===== src/rtl/spa_argmax_pkg.sv =====
// Shared constants and helpers for the serial/parallel signed argmax block.
// Used by argmax_node and serial_parallel_argmax_signed16.
package spa_argmax_pkg;

    localparam int NUM_INPUTS = 16;
    localparam int LANE_W     = 4;

    // Lane number inside one 16-wide vector; each node forwards one {value, lane} pair.
    typedef logic [LANE_W-1:0] lane_t;

    // Operands are sign-extended to 64 bits by the caller, so this serves any WIDTH <= 64.
    // Ties go to a, which always carries the lower lane.
    function automatic logic a_wins(input logic signed [63:0] a, input logic signed [63:0] b);
        return a >= b;
    endfunction

endpackage


===== src/rtl/argmax_node.sv =====
// Two-input signed compare/select of a {value, lane} pair.
// On a tie input a (the lower lane) is selected.
module argmax_node
    import spa_argmax_pkg::*;
#(
    parameter int WIDTH = 8
) (
    input  logic signed [WIDTH-1:0] a_val,
    input  lane_t                   a_lane,
    input  logic signed [WIDTH-1:0] b_val,
    input  lane_t                   b_lane,
    output logic signed [WIDTH-1:0] y_val,
    output lane_t                   y_lane
);

    always_comb begin
        if (a_wins(64'(a_val), 64'(b_val))) begin
            y_val  = a_val;
            y_lane = a_lane;
        end else begin
            y_val  = b_val;
            y_lane = b_lane;
        end
    end

endmodule


===== src/rtl/serial_parallel_argmax_signed16.sv =====
// Running signed argmax over a stream of 16-wide vectors (8-4-2-1 compare tree + running max).
// Optional `valid` output is enabled by defining SPA_VALID_OUT_EN.
module serial_parallel_argmax_signed16
    import spa_argmax_pkg::*;
#(
    parameter int WIDTH        = 8,
    parameter int ARGMAX_WIDTH = 8
) (
    input  logic                    clk,
    input  logic                    rst,
    input  logic                    enable,
    input  logic signed [WIDTH-1:0] in [NUM_INPUTS],
    output logic signed [WIDTH-1:0] max,
`ifdef SPA_VALID_OUT_EN
    output logic                    valid,
`endif
    output logic [ARGMAX_WIDTH-1:0] argmax
);

    localparam logic signed [WIDTH-1:0] MOST_NEG = {1'b1, {(WIDTH-1){1'b0}}};

    logic signed [WIDTH-1:0] l1_val [8];
    lane_t                   l1_lane [8];
    logic signed [WIDTH-1:0] l2_val [4];
    lane_t                   l2_lane [4];
    logic signed [WIDTH-1:0] l3_val [2];
    lane_t                   l3_lane [2];
    logic signed [WIDTH-1:0] tree_max;
    lane_t                   tree_lane;

    // Left children always hold the lower lanes, so the node tie rule yields lowest-lane-wins.
    for (genvar i = 0; i < 8; i++) begin : g_l1
        argmax_node #(.WIDTH(WIDTH)) u_node (
            .a_val (in[2*i]),
            .a_lane(lane_t'(2*i)),
            .b_val (in[2*i+1]),
            .b_lane(lane_t'(2*i+1)),
            .y_val (l1_val[i]),
            .y_lane(l1_lane[i])
        );
    end

    for (genvar i = 0; i < 4; i++) begin : g_l2
        argmax_node #(.WIDTH(WIDTH)) u_node (
            .a_val (l1_val[2*i]),
            .a_lane(l1_lane[2*i]),
            .b_val (l1_val[2*i+1]),
            .b_lane(l1_lane[2*i+1]),
            .y_val (l2_val[i]),
            .y_lane(l2_lane[i])
        );
    end

    for (genvar i = 0; i < 2; i++) begin : g_l3
        argmax_node #(.WIDTH(WIDTH)) u_node (
            .a_val (l2_val[2*i]),
            .a_lane(l2_lane[2*i]),
            .b_val (l2_val[2*i+1]),
            .b_lane(l2_lane[2*i+1]),
            .y_val (l3_val[i]),
            .y_lane(l3_lane[i])
        );
    end

    argmax_node #(.WIDTH(WIDTH)) u_root (
        .a_val (l3_val[0]),
        .a_lane(l3_lane[0]),
        .b_val (l3_val[1]),
        .b_lane(l3_lane[1]),
        .y_val (tree_max),
        .y_lane(tree_lane)
    );

    logic signed [WIDTH-1:0] max_q, max_d;
    logic [ARGMAX_WIDTH-1:0] argmax_q, argmax_d;
    logic [ARGMAX_WIDTH-1:0] base_q, base_d;

    // base_q's low four bits are always zero, so adding the lane equals concatenating it.
    always_comb begin
        max_d    = max_q;
        argmax_d = argmax_q;
        base_d   = base_q;
        if (enable) begin
            base_d = base_q + ARGMAX_WIDTH'(NUM_INPUTS);
            if (tree_max > max_q) begin
                max_d    = tree_max;
                argmax_d = base_q + ARGMAX_WIDTH'(tree_lane);
            end
        end
    end

    always_ff @(posedge clk) begin
        if (rst) begin
            max_q    <= MOST_NEG;
            argmax_q <= '0;
            base_q   <= '0;
        end else begin
            max_q    <= max_d;
            argmax_q <= argmax_d;
            base_q   <= base_d;
        end
    end

    assign max    = max_q;
    assign argmax = argmax_q;

`ifdef SPA_VALID_OUT_EN
    logic valid_q, valid_d;

    always_comb begin
        valid_d = valid_q | enable;
    end

    always_ff @(posedge clk) begin
        if (rst) valid_q <= 1'b0;
        else     valid_q <= valid_d;
    end

    assign valid = valid_q;
`endif

endmodule


===== config.mk =====
export PLATFORM = sky130hd
export DESIGN_NAME = serial_parallel_argmax_signed16
export DESIGN_NICKNAME = d
export VERILOG_FILES = /design/src/rtl/spa_argmax_pkg.sv /design/src/rtl/argmax_node.sv /design/src/rtl/serial_parallel_argmax_signed16.sv
export SDC_FILE = /design/constraint.sdc
export NUM_CORES = 1
export LEC_CHECK = 0
export CAP_MARGIN = 10
export CORE_MARGIN = 2
export CORE_UTILIZATION = 51
export DETAILED_ROUTE_END_ITERATION = 8
export PLACE_DENSITY = 0.85
export SLEW_MARGIN = 20
export SYNTH_ARGS = -nofsm -noshare
export SYNTH_HDL_FRONTEND = slang
export SYNTH_SLANG_ARGS = --single-unit

===== constraint.sdc =====
create_clock -name clk -period 15.1 [get_ports clk]
set_input_delay 2.265 -clock clk [delete_from_list [all_inputs] [get_ports clk]]
set_output_delay 2.265 -clock clk [all_outputs]
set_load 0.005 [all_outputs]

== Yosys cells after proc, flatten, opt, wreduce, memory -nomap -nowiden ==
Cells that the tools add are included.
Operators by class
  muxes and demuxes: 30
  add/subtract/negate cells: 2
  reduce and logical (&&, ||, !) cells: 1
  order comparisons: 16
Operators by type and width (count)
  >= comparator 8 bit: 15
  2-to-1 mux 8 bit: 15
  adder 8 x 4 -> 8 bit: 1
  adder 8 x 5 -> 8 bit (second input constant): 1
  greater-than comparator 8 bit: 1
  2-to-1 mux 1 bit: 8
  2-to-1 mux 2 bit: 4
  2-to-1 mux 3 bit: 2
  2-to-1 mux 4 bit: 1
  AND reduction 2 bit: 1
Word-level totals
  input bits: 131
  logic and storage cells: 52
  register bits: 24
  output and inout bits: 16

== Depth between registers and ports, before layout ==
  depth after elaboration: 10
  mapped depth: 57
  gate-level depth less buffers: 51

== Modules after synthesis ==
Synthesis repeated with hierarchy kept, for this count alone.
Unflattened totals
  cells, all modules: 1404
  area, all modules: 11138.2 µm²
By module, submodules not included
  argmax_node: area each 668.1 µm², cells an instance 86, times used 15, seq. area each 0.0 µm²
  serial_parallel_argmax_signed16: area each 1116.1 µm², cells an instance 114, times used 1, seq. area each 400.4 µm²

== Least setup slack after synthesis ==
Ideal clock, no wire load.
  path type: input-to-reg
  start: input in[39] in the netlist's numbering
  end: register argmax_q[4], in the netlist argmax[4]
  data arrival time: 11467 ps
  library setup time: 128 ps
  path slack: 3506 ps
  stages: 54
  required time: 14972 ps
  path through: inv_1 ha_1 inv_1 or4_1 a311oi_1 nor2_4 mux2i_1 inv_1 ha_1 nand2b_1 a21oi_1 o21ai_0 a21o_1 a41oi_1 clkbuf_1 nor2_1 a21oi_1 ha_1 [... 18 more ...] o21ai_0 a31o_2 clkbuf_1 nor2_1 nor2_1 ha_1 nor2b_1 o21a_1 o21a_1 o21a_1 o21a_1 o21ai_0 a21oi_1 o21ai_0 clkbuf_1 clkbuf_1 mux2i_1 nor2_1
On the way
  word-level cells in the longest chain between the ends: 10
Ends and longest elaborated chain
  start: declaration: line serial_parallel_argmax_signed16.sv:12  | input logic signed [WIDTH-1:0] in [NUM_INPUTS],
  >= comparator 8 bit: line spa_argmax_pkg.sv:14  | return a >= b;
  2-to-1 mux 8 bit (*): line argmax_node.sv:17  | if (a_wins(64'(a_val), 64'(b_val))) begin
  >= comparator 8 bit: line spa_argmax_pkg.sv:14
  2-to-1 mux 8 bit (*): line argmax_node.sv:17
  >= comparator 8 bit: line spa_argmax_pkg.sv:14
  2-to-1 mux 8 bit (*): line argmax_node.sv:17
  >= comparator 8 bit: line spa_argmax_pkg.sv:14
  2-to-1 mux 8 bit (*): line argmax_node.sv:17
  net tree_max[1]: line serial_parallel_argmax_signed16.sv:28  | logic signed [WIDTH-1:0] tree_max;
  greater-than comparator 8 bit (*): line serial_parallel_argmax_signed16.sv:85  | if (tree_max > max_q) begin
  AND reduction 2 bit (no source line) (*)
  end signal: assignment: line serial_parallel_argmax_signed16.sv:99  | argmax_q <= argmax_d;
  end: declaration: line serial_parallel_argmax_signed16.sv:75  | logic [ARGMAX_WIDTH-1:0] argmax_q, argmax_d;
The timed path passes the listed nets; every way through them passes the cells marked *.
A chain may end at the register's enable or synchronous reset.

== Worst setup path in the final report ==
  start: input in[18] in the netlist's numbering
  end: register argmax_q[0], in the netlist argmax[0]
Same word-level chain as after synthesis.

==> qor.tcl <==
set qor(worst_skew_pair.late_latency_ns) 0.26
set qor(cts_repair_resize_count) 0
set qor(core_area_um2) 10800
set qor(postLayoutCellArea_um2) 7300
set qor(detail-route-antenna-nets) 0
set qor(timing.hold.worst_path_depth) 2
set qor(grt_antenna_before_repair) 0
set qor(worstMarginPinSlew_ns) 0.798
set qor(hold_path_class) {reg -> reg}
set qor(cells_after_synthesis) 707
set qor(grt_setup_unrepaired) {false}
set qor(maxCapViolCount) 0
set qor(detail_route.wirelength.met1_um) 6040
set qor(place_hpwl_um) 12200
set qor(setup-violations-final) 0
set qor(syn_to_final_growth_pct) 29.6
set qor(synth.ff_latch_count) 20
set qor(clock_skew_ns) 0.0105
set qor(worst_ir_drop_vdd_mv) 0.0959
set qor(globalRoute.totalOverflow) 0
set qor(synthDominantAreaCellType) {sky130_fd_sc_hd__ha_1}
set qor(r2r_end) {argmax[0]}
set qor(filler_cell_count) 883
set qor(syn_area_per_cell_um2) 7.97
set qor(library_cells_used_by_synthesis) 74
set qor(cp-end-kind) {flop}
set qor(die_height_um) 109
set qor(mappedNetlistArea_um2) 5630
set qor(p_leak_nw) 3.63
set qor(dpl.cell_count) 984
set qor(routed_via_density) 5.53
set qor(setup-tns-final_ns) 0
set qor(remaining_drc_errors) 0
set qor(worst-path-buf-inv) 5
set qor(finalWorstPathRequiredPeriod_ns) 12.54
set qor(holdCritStartpoint) {argmax[2]}
set qor(crit_family) {compound AO/OA/AOI/OAI gates}
set qor(routabilityCongestion) 0.921
set qor(placement_stage_cell_area_um2) 7230
set qor(layout.area.seq_um2) 400
set qor(avgRoutedWirePerCell_um) 14.1
set qor(grt_usage) 0.230
set qor(synth_nets) 963
set qor(grt_pass1_wl_um) 22700
set qor(first_pass_iters) 7
set qor(cts_hold_buffers) 0
set qor(wl_met2_um) 6720
set qor(critical_path_class) {in -> reg}
set qor(required_time_reported_for_the_critical_path_endpoint_ns) 15.26
set qor(drive_above_1_share) 0.0672
set qor(crit_start) {in[18]}
set qor(cts_made_buffers) 3
set qor(worst_slew_margin_rel) 0.466
set qor(final_hold_viols) 0
set qor(p_per_area_nw_per_um2) 150
set qor(clock_tree_from_tritoncts) {done}
set qor(yosys-top-cells-area) {sky130_fd_sc_hd__ha_1, sky130_fd_sc_hd__mux2i_1, sky130_fd_sc_hd__inv_1}
set qor(max_freq_mhz) 79.8
set qor(crit_path_max_fanout) 13
set qor(fp.dieArea_um2) 11900
set qor(grt_max_degree) 17
set qor(synth.top_cell.area_share) 0.278
set qor(clock_path_buffers) 2
set qor(first_iter_violations) 289
set qor(drt-total-wl_um) 13900
set qor(grt_pass1_vias) 5281
set qor(post_cts_setup_buffers) 0
set qor(cts.reportedPaths.clkPinSlew_ns) 0.08
set qor(cp_slowest_cell) {sky130_fd_sc_hd__o31a_1}
set qor(synth.top_cells.by_count) {sky130_fd_sc_hd__ha_1, sky130_fd_sc_hd__inv_1, sky130_fd_sc_hd__mux2i_1}
set qor(critical_path.max_stage_delay_ns) 0.59
set qor(die_width_um) 109
set qor(cp.depth) 51
set qor(maxUsedRoutingLayer) {met4}
set qor(design.final.nets) 1105
set qor(ff2ff_path_depth) 13
set qor(n_antenna_cell) 0
set qor(timing.final.ws_setup_ns) 2.56
set qor(wl_met3_um) 906
set qor(synth_seq_area_share) 0.0711
set qor(synth-edff-count) 0
set qor(initial_utilization) 0.522
set qor(multiInputGateArea_um2) 4700
set qor(worst_setup_path_start_kind) {primary input}
set qor(io_pins) 147
set qor(floorplan.rows) 38
set qor(synth-warning-count) 0
set qor(fin_crit_sh) 0.830
set qor(arrival_ns) 12.70
set qor(io_buffers) 146
set qor(report.final.slew_viol_count) 0
set qor(dp_worst_setup_slack_ns) 2.48
set qor(finish.cell_count_without_fillers) 988
set qor(via_count) 5466
set qor(clock_sink_count) 20
set qor(clock-root-buffer) {sky130_fd_sc_hd__clkbuf_8}
set qor(dominantRegCellSynth) {sky130_fd_sc_hd__dfxtp_1}
set qor(r2r_setup_slack_ns) 12.18
set qor(status) {finished clean}
set qor(htree_num_levels) 1
set qor(regToRegStartpoint) {max[1]}
set qor(worst_setup_path_endpoint) {argmax[0]}
set qor(cell_repeated_most_along_the_worst_path) {sky130_fd_sc_hd__a21oi_1}
set qor(postSynth.asyncResetShare) 0
## placed cells by master (no fill, tap or decap), types with 14 or more instances in the layout
| cell type | count |
|---|---|
| sky130_fd_sc_hd__ha_1 | 125 |
| sky130_fd_sc_hd__a21oi_1 | 42 |
| sky130_fd_sc_hd__mux2i_1 | 84 |
| sky130_fd_sc_hd__nor2_1 | 35 |
| sky130_fd_sc_hd__o21a_1 | 14 |
| sky130_fd_sc_hd__dfxtp_1 | 20 |
| sky130_fd_sc_hd__clkdlybuf4s50_1 | 146 |
| sky130_fd_sc_hd__nand3_1 | 18 |
| sky130_fd_sc_hd__o21ai_0 | 21 |
| sky130_fd_sc_hd__inv_1 | 125 |
| sky130_fd_sc_hd__mux2_2 | 14 |
| sky130_fd_sc_hd__nand2_1 | 31 |
| sky130_fd_sc_hd__nand2b_1 | 18 |
## final cells by class
cell class / instances / area share
Inverter: 126 / 0.0648
Timing Repair Buffer: 149 / 0.203
Sequential cell: 20 / 0.0548
Tap cell: 140 / 0.0240
Multi-Input combinational cell: 549 / 0.643
Clock inverter: 1 / 0.00411
Clock buffer: 3 / 0.00565
## kinds of logic (layout without fill, tap and decap cells)
group                      count (synthesis)  after routing  synth area share
and+or+nand+nor                          155            155             0.148
AOI/OAI and AO/OA                        151            151             0.186
buffers and inverters                    138            279            0.0948
adders and majority gates                128            128             0.284
muxes                                    109            109             0.207
DFF                                       20             20            0.0711
xor gates and xnor gates                   6              6           0.00933
## routing by layer
layer  GRT usage  up-vias
met1       0.280     2447
met3      0.0209       24
met4      0.0458        0
li1            -     2808
met5           0        -
met2       0.435      187
## registers in the layout, indices dropped and copies added (netlist names)
name and count:
argmax 8, max 8, base_q 4
## worst min-delay path: stages (launching register included)
cell,delay (ns)
sky130_fd_sc_hd__dfxtp_1,0.33
sky130_fd_sc_hd__nand2_1,0.06
sky130_fd_sc_hd__a21oi_1,0.05
## how the worst min path moves through the flow
stage	endpoint	slack, ns
6_report	argmax[2]	0.48
5_1_grt	argmax[2]	0.50
4_1_cts	argmax[2]	0.47
3_5_place_dp	argmax[2]	0.46
3_3_place_gp	argmax[2]	0.47
2_1_floorplan	argmax[2]	0.45
## where the power goes
group | internal, mW | switching [mW] | total (mW)
Clock | 0.0354 | 0.0185 | 0.0539
Combinational | 0.452 | 0.516 | 0.969
Sequential | 0.0649 | 0.00744 | 0.0723
## stage by stage
step                hold slack (ns)  power [mW]   util
floorplan                     0.448       0.810      -
global placement              0.466        1.01  0.670
detailed placement            0.463        1.02  0.670
CTS                           0.474        1.09  0.677
global route                  0.495        1.21  0.677
finish                        0.480        1.09  0.677
(Power assumes the default switching activity.)
